$ cat src/rtl/etg.sv
// Enable tick generator: debounced run/step buttons and a programmable prescaler
// producing single-cycle enable pulses for a downstream counter.
module etg #(
  parameter int unsigned DIV       = 50_000_000,
  parameter int unsigned DB_CYCLES = 1_000_000
) (
  input  logic       etg_clk,
  input  logic       etg_rst,
  input  logic       etg_run_btn,
  input  logic       etg_step_btn,
  input  logic [1:0] etg_speed,
  output logic       etg_en,
  output logic       etg_running
);

  localparam int unsigned CW  = (DIV > 1) ? $clog2(DIV) : 1;
  localparam int unsigned DBW = $clog2(DB_CYCLES + 1);
  localparam logic [DBW-1:0] DbLast = DBW'(DB_CYCLES - 1);

  localparam logic [0:0] StPaused  = 1'b0;
  localparam logic [0:0] StRunning = 1'b1;

  // Bit 0 is the run button, bit 1 the step button.
  logic [1:0]     btn_raw;
  logic [1:0]     sync1_q, sync2_q;
  logic [1:0]     db_q, db_d, db_prev_q;
  logic [DBW-1:0] db_cnt_q [2];
  logic [DBW-1:0] db_cnt_d [2];
  logic           run_press, step_press;

  logic [0:0]     state_q, state_d;
  logic [CW-1:0]  cnt_q, cnt_d;
  logic           en_q, en_d;
  logic [31:0]    limit;
  logic           tc;

  assign btn_raw = {etg_step_btn, etg_run_btn};

  always_comb begin
    for (int i = 0; i < 2; i++) begin
      db_d[i]     = db_q[i];
      db_cnt_d[i] = '0;
      if (sync2_q[i] != db_q[i]) begin
        if (db_cnt_q[i] == DbLast) begin
          db_d[i] = sync2_q[i];
        end else begin
          db_cnt_d[i] = db_cnt_q[i] + DBW'(1);
        end
      end
    end
  end

  assign run_press  = db_q[0] & ~db_prev_q[0];
  assign step_press = db_q[1] & ~db_prev_q[1];

  always_comb begin
    limit = 32'(DIV) >> etg_speed;
    if (limit == 32'd0) limit = 32'd1;
  end

  // ">=" so a shortened LIMIT mid-count fires immediately instead of wrapping.
  assign tc = (32'(cnt_q) >= (limit - 32'd1));

  always_comb begin
    state_d = state_q;
    cnt_d   = '0;
    en_d    = 1'b0;
    if (run_press) state_d = ~state_q;
    if (state_q == StRunning) begin
      if (tc) begin
        en_d = 1'b1;
      end else begin
        cnt_d = cnt_q + CW'(1);
      end
      if (run_press) cnt_d = '0;
    end else begin
      en_d = step_press & ~run_press;
    end
  end

  always_ff @(posedge etg_clk) begin
    if (etg_rst) begin
      sync1_q   <= '0;
      sync2_q   <= '0;
      db_q      <= '0;
      db_prev_q <= '0;
      for (int i = 0; i < 2; i++) db_cnt_q[i] <= '0;
      state_q   <= StPaused;
      cnt_q     <= '0;
      en_q      <= 1'b0;
    end else begin
      sync1_q   <= btn_raw;
      sync2_q   <= sync1_q;
      db_q      <= db_d;
      db_prev_q <= db_q;
      for (int i = 0; i < 2; i++) db_cnt_q[i] <= db_cnt_d[i];
      state_q   <= state_d;
      cnt_q     <= cnt_d;
      en_q      <= en_d;
    end
  end

  assign etg_en      = en_q;
  assign etg_running = (state_q == StRunning);

endmodule

$ cat config.mk
export PLATFORM = sky130hd
export DESIGN_NAME = etg
export DESIGN_NICKNAME = d
export VERILOG_FILES = /design/src/rtl/etg.sv
export SDC_FILE = /design/constraint.sdc
export NUM_CORES = 1
export LEC_CHECK = 0
export CAP_MARGIN = 25
export CORE_ASPECT_RATIO = 0.9
export CORE_UTILIZATION = 65
export DETAILED_ROUTE_END_ITERATION = 10
export GPL_ROUTABILITY_DRIVEN = 0
export PLACE_DENSITY_LB_ADDON = 0.1
export SKIP_CTS_REPAIR_TIMING = 1
export SKIP_LAST_GASP = 1
export SLEW_MARGIN = 10
export SYNTH_ARGS = -nofsm -noshare
export SYNTH_HDL_FRONTEND = slang
export SYNTH_SLANG_ARGS = --single-unit
$ cat constraint.sdc
create_clock -name etg_clk -period 4.5 [get_ports etg_clk]
set_input_delay 0.9 -clock etg_clk [delete_from_list [all_inputs] [get_ports etg_clk]]
set_output_delay 0.9 -clock etg_clk [all_outputs]
set_load 0.02 [all_outputs]
## Word level (Yosys, flattened, before mapping)

Memories as Yosys holds them, arrays and structs flattened.
Index checks and enable logic that the tools add are counted.

- Register bits after elaboration: 36
- Memory bits (writable): 40
- Memories kept: 1

Memory list:

| memory | depth | width | read ports | clocked after Yosys merged registers in | write ports | RTL line | source |
|---|---|---|---|---|---|---|---|
| db_cnt_q | 2 | 20 | 2 | 0 | 2 | 27 | `logic [DBW-1:0] db_cnt_q [2];` |

- $add $sub $neg: 4
- Order comparisons: 1
- Equal/unequal tests: 4
- Shift operators: 1
- Muxes and demuxes: 12
- Bitwise gates (word level): 9
- Reductions and logical operators: 4

Operators by type and width:

| kind | count |
|---|---|
| $mux 20 | 6 |
| $add 20x1->20 const B | 2 |
| $eq 20x20->1 const B | 2 |
| $ge 26x32->1 | 1 |
| $logic_not 32->1 | 1 |
| $mux 32 | 1 |
| $shr 26x2->32 const A | 1 |
| $sub 32x1->32 const B | 1 |
| $add 26x1->26 const B | 1 |
| $mux 1 | 5 |
| $not 1->1 | 4 |
| $reduce_and 2->1 | 2 |
| $reduce_or 4->1 | 1 |
| $and 1x1->1 | 3 |
| $ne 1x1->1 | 2 |
| $or 1x1->1 | 2 |

## Depth between registers and ports, before layout

Gate-level depths: netlist of the first run.

- Word-level depth: 7
- Depth in mapped cells: 13
- Gate-level depth less buffers: 11

## Least setup slack after synthesis of the first run

OpenSTA, ideal clock, no wires.

- Path type: input -> register
- From: input etg_speed[1]
- To: register en_q (netlist: etg_en)
- Library setup time: 0.119 ns
- Arrival time: 2.845 ns
- Required time: 4.381 ns
- Setup slack: 1.536 ns
- Stages on the path: 11
- Buffers on the path: 1
- Path through: nor2b_1 > buf_4 > inv_1 > ha_1 > ha_1 > or4_1 > a21oi_1 > a22o_1 > o221a_2 > nor2_1 > o221a_2

- Longest elaborated chain between the ends: 7

RTL lines:

| element | RTL line | source |
|---|---|---|
| start, declared | 11 | `input logic [1:0] etg_speed,` |
| $shr 26x2->32 (*) | 57 | `limit = 32'(DIV) >> etg_speed;` |
| $logic_not 32->1 | 58 | `if (limit == 32'd0) limit = 32'd1;` |
| $mux 32 (*) | 58 |  |
| $sub 32x1->32 (*) | 62 | `assign tc = (32'(cnt_q) >= (limit - 32'd1));` |
| $ge 26x32->1 (*) | 62 |  |
| $mux 1 (*) | 70 | `if (tc) begin` |
| $mux 1 (*) | 69 | `if (state_q == StRunning) begin` |
| end signal, assigned | 99 | `en_q <= en_d;` |
| end, declared | 33 | `logic en_q, en_d;` |

Mark *: on every way between the ends. The rest lies on a longest branch, timed or not.
A chain may end at the register's enable or synchronous reset.

## Worst setup path in the final report of the first run

- From: input etg_speed[1]
- To: register cnt_q[25]

- Longest elaborated chain between the ends: 6

RTL lines:

| element | RTL line | source |
|---|---|---|
| $shr 26x2->32 (*) | 57 |  |
| $logic_not 32->1 | 58 |  |
| $mux 32 (*) | 58 |  |
| $sub 32x1->32 (*) | 62 |  |
| $ge 26x32->1 (*) | 62 |  |
| $reduce_or 4->1 (no source line) (*) | n/a |  |
| end signal, assigned | 98 | `cnt_q <= cnt_d;` |
| end, declared | 32 | `logic [CW-1:0] cnt_q, cnt_d;` |

Marked as above.

==> results of run 1 <==
power breakdown:
group / total, mW / switching (mW) / internal [mW]
Clock: 0.503 / 0.224 / 0.280
Combinational: 0.0328 / 0.0195 / 0.0133
Sequential: 0.676 / 0.00125 / 0.674
Total: 1.21 / 0.244 / 0.967
worst paths after layout:
path	from	to	slack (ns)	cells after the start
worst min register to register	sync1_q[1]	sync2_q[1]	0.44	1
worst min-delay path	sync1_q[1]	sync2_q[1]	0.44	1
worst max-delay path	etg_speed[1]	cnt_q[25]	0.89	12
worst max register to register	db_cnt_q[0][20]	db_cnt_q[0][23]	2.08	6
logic make-up after synthesis:
kind of cell / synth area share
AND/OR/NAND/NOR: 0.277
flip-flops: 0.411
XOR/XNOR: 0.154
buffers and inverters: 0.0341
multiplexers: 0.00541
AO/OA/AOI/OAI: 0.0365
adder cells (fa/ha/maj): 0.0811
other: 0.00101
through the flow:
stage          power (mW)  cells  utilization  setup WS [ns]  hold slack (ns)
2_1_floorplan       0.713    429            -           1.54            0.414
3_3_place_gp        0.723    494        0.706          0.699            0.421
3_5_place_dp        0.723    494        0.706          0.579            0.431
4_1_cts              1.22    508        0.741          0.906            0.447
5_1_grt              1.25    508        0.741          0.729            0.455
6_report             1.21    508        0.741          0.888            0.441
cells in the final DEF (no fill, tap or decap), types with 5 or more instances in the layout:
| cell | synthesis | layout |
|---|---|---|
| nor4_1 | 5 | 5 |
| clkbuf_8 | 0 | 11 |
| xnor2_1 | 25 | 25 |
| nand2_1 | 31 | 31 |
| a21oi_1 | 8 | 8 |
| nand4_1 | 16 | 16 |
| dfxtp_1 | 76 | 76 |
| o21ai_0 | 5 | 5 |
| nor2b_1 | 9 | 9 |
| nand3_1 | 32 | 32 |
| inv_1 | 16 | 16 |
| clkdlybuf4s50_1 | 0 | 7 |
| ha_1 | 24 | 24 |
| and3_1 | 8 | 8 |
| xor2_1 | 40 | 40 |
| nor3_1 | 6 | 6 |
| nor2_1 | 89 | 89 |
per-layer routing:
layer | global-route usage | routed length, µm | vias up
li1 | - | - | 1450
met1 | 0.295 | 3050 | 1300
met2 | 0.427 | 3200 | 30
met3 | 0.0820 | 185 | 8
met4 | 0.0774 | 76 | 0
met5 | 0 | 0 | -
sequential cells by signal, summed over array words and instances (netlist names):
signal / count
sync1_q: 2
db_cnt_q: 40
etg_en: 1
db_prev_q: 2
etg_running: 1
sync2_q: 2
cnt_q: 26
db_q: 2
final cells by class:
cell class / instances / share of cell area
clock buffers: 12 / 0.0389
clock inverters: 2 / 0.00878
inverters: 16 / 0.0151
multi-input cells: 327 / 0.515
flip-flops and latches: 76 / 0.381
well taps: 67 / 0.0210
repair buffers: 8 / 0.0194
worst max-delay path: stages:
cell and delay [ns]:
clkdlybuf4s50_1 0.56, nor2b_1 0.46, inv_1 0.09, ha_1 0.29, ha_1 0.17, or4_1 0.47
a21oi_1 0.13, a22o_1 0.14, o221a_2 0.24, o21ai_4 0.07, buf_4 0.22, nor2_1 0.14
==> impl_metrics.py, run 1 <==
metrics = {
    "synthesis": {
        "syn_inst": 429,
        "syn_area_um2": 3700,
        "avgSynthCellArea_um2": 8.63,
        "synth_largest_area_cell": "dfxtp_1",
        "ys_types": 37,
        "synth_flop_cell": "dfxtp_1",
        "yosys-top-cells-count": "nor2_1, dfxtp_1, xor2_1, nand3_1, nand2_1",
        "ys_top_cells_by_area": "dfxtp_1, xor2_1, nor2_1",
        "synth.most_common_cell": "nor2_1",
        "yosysWarnings": 0,
        "ys_seq_area_frac": 0.411,
        "ys_seq_elements": 76,
        "yosysTopAreaCellShare": 0.411,
        "synth_edf_count": 0,
        "synth-async-reset-ratio": 0,
        "syn_nets": 459,
    },
    "setup_path": {
        "crit_path_end_kind": "register",
        "critPathRequiredTime_ns": 4.78,
        "start_kind": "input port",
        "worstPathArrival_ns": 3.89,
        "path_max_fanout": 26,
        "crit_type": "in2reg",
    },
    "sta": {
        "final-max-slew-violation-count": 0,
        "hold_viol_final": 0,
        "tightest_slew_ns": 0.672,
        "fin_crit_sh": 0.803,
        "max_freq_ghz": 0.277,
        "slew-limit-headroom": 0.552,
        "fin_skew_ns": 0.00940,
        "period_minus_slack_ns": 3.61,
        "final.setup.tns_ns": 0,
        "rsz0062_at_grt": "false",
        "setup_viol": 0,
    },
    "floorplan": {
        "dieArea_um2": 6000,
        "die_y_um": 73.6,
        "ios": 8,
        "die_width_um": 81.6,
        "row_count": 25,
        "initial_core_util": 0.688,
        "core_area_um2": 5380,
    },
    "cells_and_area": {
        "nNetsFinal": 468,
        "area_growth_pct": 7.70,
        "multiInputGateArea_um2": 2060,
        "ff_latch_area_um2": 1520,
        "antenna_cells": 0,
        "fillCellCount": 410,
        "drive_gt1_frac": 0.0522,
        "final_area_um2": 3990,
    },
    "power": {
        "powerDensity_nw_per_um2": 304,
        "leakage_nw": 1.43,
        "ir_drop_uv": 250,
    },
    "grt": {
        "grt_pass1_wl_mm": 11.2,
        "antenna_found_initial": 0,
        "grt_pass1_vias": 2572,
        "gr-total-overflow": 0,
        "grtUsageTotal": 0.250,
        "grt_max_degree": 27,
    },
    "clock_network": {
        "cts.sinks": 76,
        "clock_latency_ns": 0.34,
        "clkTransAtPathRegs_ns": 0.07,
        "cts_tree": "yes",
        "htree_levels": 3,
        "clockRootBuffer": "clkbuf_8",
        "clock_path_buffers": 2,
        "cts_buffers": 9,
    },
    "route": {
        "drt_wl_total_mm": 6.52,
        "wl_per_cell_um": 12.8,
        "drt-pass1-iter-count": 4,
        "viasPerCell": 5.49,
        "remaining_drc_errors": 0,
        "vias": 2788,
        "ant_nets": 0,
        "drtIter0Drc": 146,
    },
    "run_status": {
        "status": "complete, no violations",
    },
    "placed_design": {
        "hpwl_mm": 4.55,
        "io_buffers": 7,
        "place_area_um2": 3800,
    },
    "hold_path": {
        "min_path_type": "reg2reg",
    },
    "job": {
        "cap_violations": 0,
    },
}
No activity file was read; power rests on OpenSTA's default activity.
==> run 2, diff against run 1 <==
--- a/config.mk
+++ b/config.mk
@@ -7,7 +7,7 @@
 export LEC_CHECK = 0
 export CAP_MARGIN = 25
 export CORE_ASPECT_RATIO = 0.9
-export CORE_UTILIZATION = 65
+export CORE_UTILIZATION = 56
 export DETAILED_ROUTE_END_ITERATION = 10
 export GPL_ROUTABILITY_DRIVEN = 0
 export PLACE_DENSITY_LB_ADDON = 0.1
==> constraint.sdc (replaced) <==
create_clock -name etg_clk -period 3.2 [get_ports etg_clk]
set_input_delay 0.64 -clock etg_clk [delete_from_list [all_inputs] [get_ports etg_clk]]
set_output_delay 0.64 -clock etg_clk [all_outputs]
set_load 0.02 [all_outputs]
==> impl_metrics.py, run 2 (synthesized netlist as in run 1, its figures left out) <==
metrics = {
    "route": {
        "ant_nets": 0,
        "drtIter0Drc": 99,
        "drt_wl_total_mm": 6.64,
        "vias": 2759,
        "wl_per_cell_um": 12.4,
        "viasPerCell": 5.15,
        "drt-pass1-iter-count": 4,
        "remaining_drc_errors": 0,
    },
    "grt": {
        "grtUsageTotal": 0.204,
        "grt_max_degree": 27,
        "grt_pass1_wl_mm": 10.9,
        "antenna_found_initial": 0,
        "grt_pass1_vias": 2409,
        "gr-total-overflow": 0,
    },
    "clock_network": {
        "clock_path_buffers": 2,
        "cts.sinks": 76,
        "cts_tree": "yes",
        "cts_buffers": 9,
        "clkTransAtPathRegs_ns": 0.08,
        "htree_levels": 3,
        "clock_latency_ns": 0.34,
        "clockRootBuffer": "clkbuf_8",
    },
    "setup_path": {
        "crit_type": "in2reg",
        "worstSetupStartpoint": "etg_speed[0]",
        "path_depth": 12,
        "slowest_delay_ns": 0.60,
        "start_kind": "input port",
        "path_buf_inv": 3,
        "critPathSlowestCell": "clkdlybuf4s50_1",
        "crit_family": "compound AO/OA/AOI/OAI gates",
        "crit_chain": "clkdlybuf4s50_1 -> inv_1 -> nand2_1 -> inv_1 -> ha_1 -> ha_1 -> or4_1 -> a21oi_1 -> a22o_1 -> o221a_2 -> nor2_1 -> o221a_2",
        "timing.rr.start": "db_cnt_q[0][20]",
        "critPathRequiredTime_ns": 3.44,
        "path_max_fanout": 5,
        "worstPathArrival_ns": 3.31,
        "crit_path_end_kind": "register",
        "r2r_cells": 6,
    },
    "floorplan": {
        "row_count": 27,
        "die_y_um": 79.2,
        "core_area_um2": 6250,
        "dieArea_um2": 6940,
        "initial_core_util": 0.593,
        "ios": 8,
        "die_width_um": 87.7,
    },
    "cells_and_area": {
        "largest-register": "db_cnt_q",
        "layout_common_cells": "nor2_1, dfxtp_1, xor2_1",
        "fillCellCount": 544,
        "largest_reg_flops": 40,
        "largest_registers": "db_cnt_q (40), cnt_q (26)",
        "area_growth_pct": 9.83,
        "antenna_cells": 0,
        "drive_gt1_frac": 0.0713,
        "final_common_cell": "nor2_1",
        "nNetsFinal": 474,
    },
    "power": {
        "leakage_nw": 1.45,
        "ir_drop_uv": 201,
        "powerDensity_nw_per_um2": 421,
        "p_total_mw": 1.71,
    },
    "sta": {
        "max_freq_ghz": 0.326,
        "final-max-slew-violation-count": 0,
        "rsz0062_at_grt": "false",
        "setup_viol": 0,
        "tightest_slew_ns": 0.663,
        "slew-limit-headroom": 0.558,
        "final.setup.tns_ns": 0,
        "hold_viol_final": 0,
        "fin_crit_sh": 0.959,
        "period_minus_slack_ns": 3.07,
        "fin_skew_ns": 0.0107,
    },
    "placed_design": {
        "io_buffers": 7,
        "hpwl_mm": 4.55,
    },
    "hold_path": {
        "hold_path_depth": 1,
        "min_path_type": "reg2reg",
        "hp-start": "sync1_q[1]",
    },
    "run_status": {
        "status": "complete, no violations",
    },
    "job": {
        "cap_violations": 0,
    },
}
## run 2: changes by cell type in the layout (fill, tap and decap cells not counted), sizes merged
cell / before / now
buf: 1 / 6
clkbuf: 12 / 9
clkinv: 1 / 4
clkinvlp: 0 / 1
o21ai: 6 / 7
inv: 16 / 17
## run 2: stage by stage
stage	util	cell area, µm²	cells	worst slack (ns)	hold WS, ns
after floorplan	-	3700	429	0.496	0.414
after global placement	0.618	3860	519	-0.198	0.439
after detailed placement	0.618	3860	519	-0.324	0.426
after CTS	0.648	4050	535	0.0480	0.445
after global routing	0.651	4070	536	0.0647	0.462
final	0.651	4070	536	0.130	0.439
## run 2: final cells by class
class / count / area [µm²] / share of cell area
clock buffer: 9 / 124 / 0.0305
clock inverter: 7 / 66.3 / 0.0163
inverter: 16 / 60.1 / 0.0148
multi-input combinational: 328 / 2070 / 0.509
sequential: 76 / 1520 / 0.374
tap: 87 / 109 / 0.0268
timing repair buffer: 13 / 115 / 0.0283
## run 2: routing by layer
layer	GRT usage	part of all wire	wire (µm)
met5	0	0	0
met4	0.0623	0.012	82
met3	0.0707	0.033	218
met2	0.321	0.44	2930
met1	0.260	0.51	3410
## run 2: worst paths after layout
check / endpoint / slack (ns)
max: etg_en / 0.13
min: sync2_q[1] / 0.44
max reg2reg: db_cnt_q[0][27] / 0.79
min reg2reg: sync2_q[1] / 0.44
## run 2: power breakdown
group	switching (mW)	leakage [nW]	internal [mW]	total (mW)
clock	0.352	0.0992	0.357	0.709
sequential	0.00149	0.613	0.948	0.949
combinational	0.0291	0.742	0.0231	0.0521
==> run 3, diff against run 2 <==
--- a/config.mk
+++ b/config.mk
@@ -6,8 +6,10 @@
 export NUM_CORES = 1
 export LEC_CHECK = 0
 export CAP_MARGIN = 25
+export CELL_PAD_IN_SITES_DETAIL_PLACEMENT = 1
+export CELL_PAD_IN_SITES_GLOBAL_PLACEMENT = 2
 export CORE_ASPECT_RATIO = 0.9
-export CORE_UTILIZATION = 56
+export CORE_UTILIZATION = 35
 export DETAILED_ROUTE_END_ITERATION = 10
 export GPL_ROUTABILITY_DRIVEN = 0
 export PLACE_DENSITY_LB_ADDON = 0.1
==> impl_metrics.py, run 3 (synthesized netlist as in run 1, its figures left out) <==
metrics = {
    "grt": {
        "grt_pass1_vias": 2941,
        "grtUsageTotal": 0.160,
        "gr-total-overflow": 0,
        "antenna_found_initial": 0,
        "grt_max_degree": 27,
        "grt_pass1_wl_mm": 14.1,
    },
    "clock_network": {
        "cts_tree": "yes",
        "cts_buffers": 9,
        "clockRootBuffer": "clkbuf_16",
        "cts.sinks": 76,
        "clock_latency_ns": 0.33,
        "htree_levels": 3,
        "clkTransAtPathRegs_ns": 0.06,
        "clock_path_buffers": 2,
    },
    "power": {
        "p_total_mw": 2.18,
        "ir_drop_uv": 336,
        "powerDensity_nw_per_um2": 508,
        "leakage_nw": 1.54,
    },
    "setup_path": {
        "start_kind": "input port",
        "path_buf_inv": 3,
        "timing.rr.start": "db_cnt_q[0][20]",
        "path_max_fanout": 5,
        "worstPathArrival_ns": 3.26,
        "crit_chain": "clkdlybuf4s50_1 -> inv_1 -> nand2_1 -> inv_1 -> ha_1 -> ha_1 -> or4_1 -> a21oi_1 -> a22o_1 -> o221a_2 -> nor2_1 -> o221a_2",
        "crit_type": "in2reg",
        "crit_family": "compound AO/OA/AOI/OAI gates",
        "path_depth": 12,
        "reg2reg_to": "db_cnt_q[0][37]",
        "worstSetupStartpoint": "etg_speed[0]",
        "crit_path_end_kind": "register",
        "worst-r2r-setup-slack_ns": 0.98,
        "critPathRequiredTime_ns": 3.42,
        "critPathSlowestCell": "clkdlybuf4s50_1",
        "slowest_delay_ns": 0.57,
        "r2r_cells": 7,
    },
    "sta": {
        "fin_skew_ns": 0.00739,
        "fin_crit_sh": 0.949,
        "setup_viol": 0,
        "tightest_slew_ns": 0.692,
        "final.setup.tns_ns": 0,
        "hold_viol_final": 0,
        "setup_ws_ns": 0.163,
        "period_minus_slack_ns": 3.04,
        "rsz0062_at_grt": "false",
        "max_freq_ghz": 0.329,
        "slew-limit-headroom": 0.539,
        "final-max-slew-violation-count": 0,
    },
    "route": {
        "wl_met1_mm": 4.02,
        "ant_nets": 0,
        "drt_wl_total_mm": 8.14,
        "wl_met3_um": 224,
        "drtIter0Drc": 82,
        "vias": 2881,
        "highest_layer": "met4",
        "wl_per_cell_um": 14.0,
        "drt-pass1-iter-count": 4,
        "remaining_drc_errors": 0,
        "dr_wl_met2_mm": 3.82,
        "viasPerCell": 4.96,
    },
    "hold_path": {
        "hold_path_depth": 1,
        "whs_endpoint": "sync2_q[1]",
        "min_path_type": "reg2reg",
        "hp-start": "sync1_q[1]",
    },
    "cells_and_area": {
        "antenna_cells": 0,
        "final_common_cell": "nor2_1",
        "largest_registers": "db_cnt_q (40), cnt_q (26)",
        "area_growth_pct": 16.1,
        "fin_util": 0.420,
        "nNetsFinal": 478,
        "layout_common_cells": "nor2_1, dfxtp_1, xor2_1",
        "drive_gt1_frac": 0.0752,
        "largest-register": "db_cnt_q",
        "largest_reg_flops": 40,
    },
    "placed_design": {
        "hpwl_mm": 5.75,
        "io_buffers": 7,
        "dp_slack_ns": -0.403,
    },
    "floorplan": {
        "die_width_um": 110,
        "initial_core_util": 0.361,
        "dieArea_um2": 11000,
        "row_count": 35,
        "die_y_um": 99.6,
        "ios": 8,
        "core_area_um2": 10200,
    },
    "job": {
        "cap_violations": 0,
    },
    "run_status": {
        "status": "complete, no violations",
    },
}
## run 3: cell types whose count changed in the layout (fill, tap and decap cells not counted), sizes merged
cell | previous run | this run
clkinv | 4 | 0
inv | 17 | 16
clkbuf | 9 | 11
bufinv | 1 | 3
buf | 6 | 10
## run 3: metal layers
layer,vias up,GRT usage
li1,1471,-
met1,1386,0.204
met2,20,0.265
met3,4,0.0494
met4,0,0.0400
met5,-,0
## run 3: worst max path at each step
stage | to | slack (ns)
floorplan | etg_en | 0.50
global placement | cnt_q[18] | -0.26
detailed placement | cnt_q[11] | -0.40
CTS | cnt_q[11] | -0.05
global route | etg_en | 0.03
finish | etg_en | 0.16
## run 3: cell type report
class / instances / area [µm²]
Sequential cell: 76 / 1520
Inverter: 16 / 60.1
Multi-Input combinational cell: 328 / 2070
Timing Repair Buffer: 17 / 145
Fill cell: 1236 / 5950
Tap cell: 129 / 161
Clock inverter: 4 / 97.6
Clock buffer: 11 / 243
## run 3: stage by stage
stage               hold slack (ns)  cells  area, µm²
floorplan                     0.414    429       3700
global placement              0.434    565       3940
detailed placement            0.438    565       3940
CTS                           0.456    580       4280
global route                  0.471    581       4300
finish                        0.448    581       4300
## run 3: report_power, final
part / leakage, nW / total, mW / internal, mW / switching, mW
combinational: 0.761 / 0.0567 / 0.0260 / 0.0307
clock: 0.162 / 1.18 / 0.779 / 0.396
sequential: 0.613 / 0.951 / 0.949 / 0.00172
total: 1.54 / 2.18 / 1.75 / 0.428
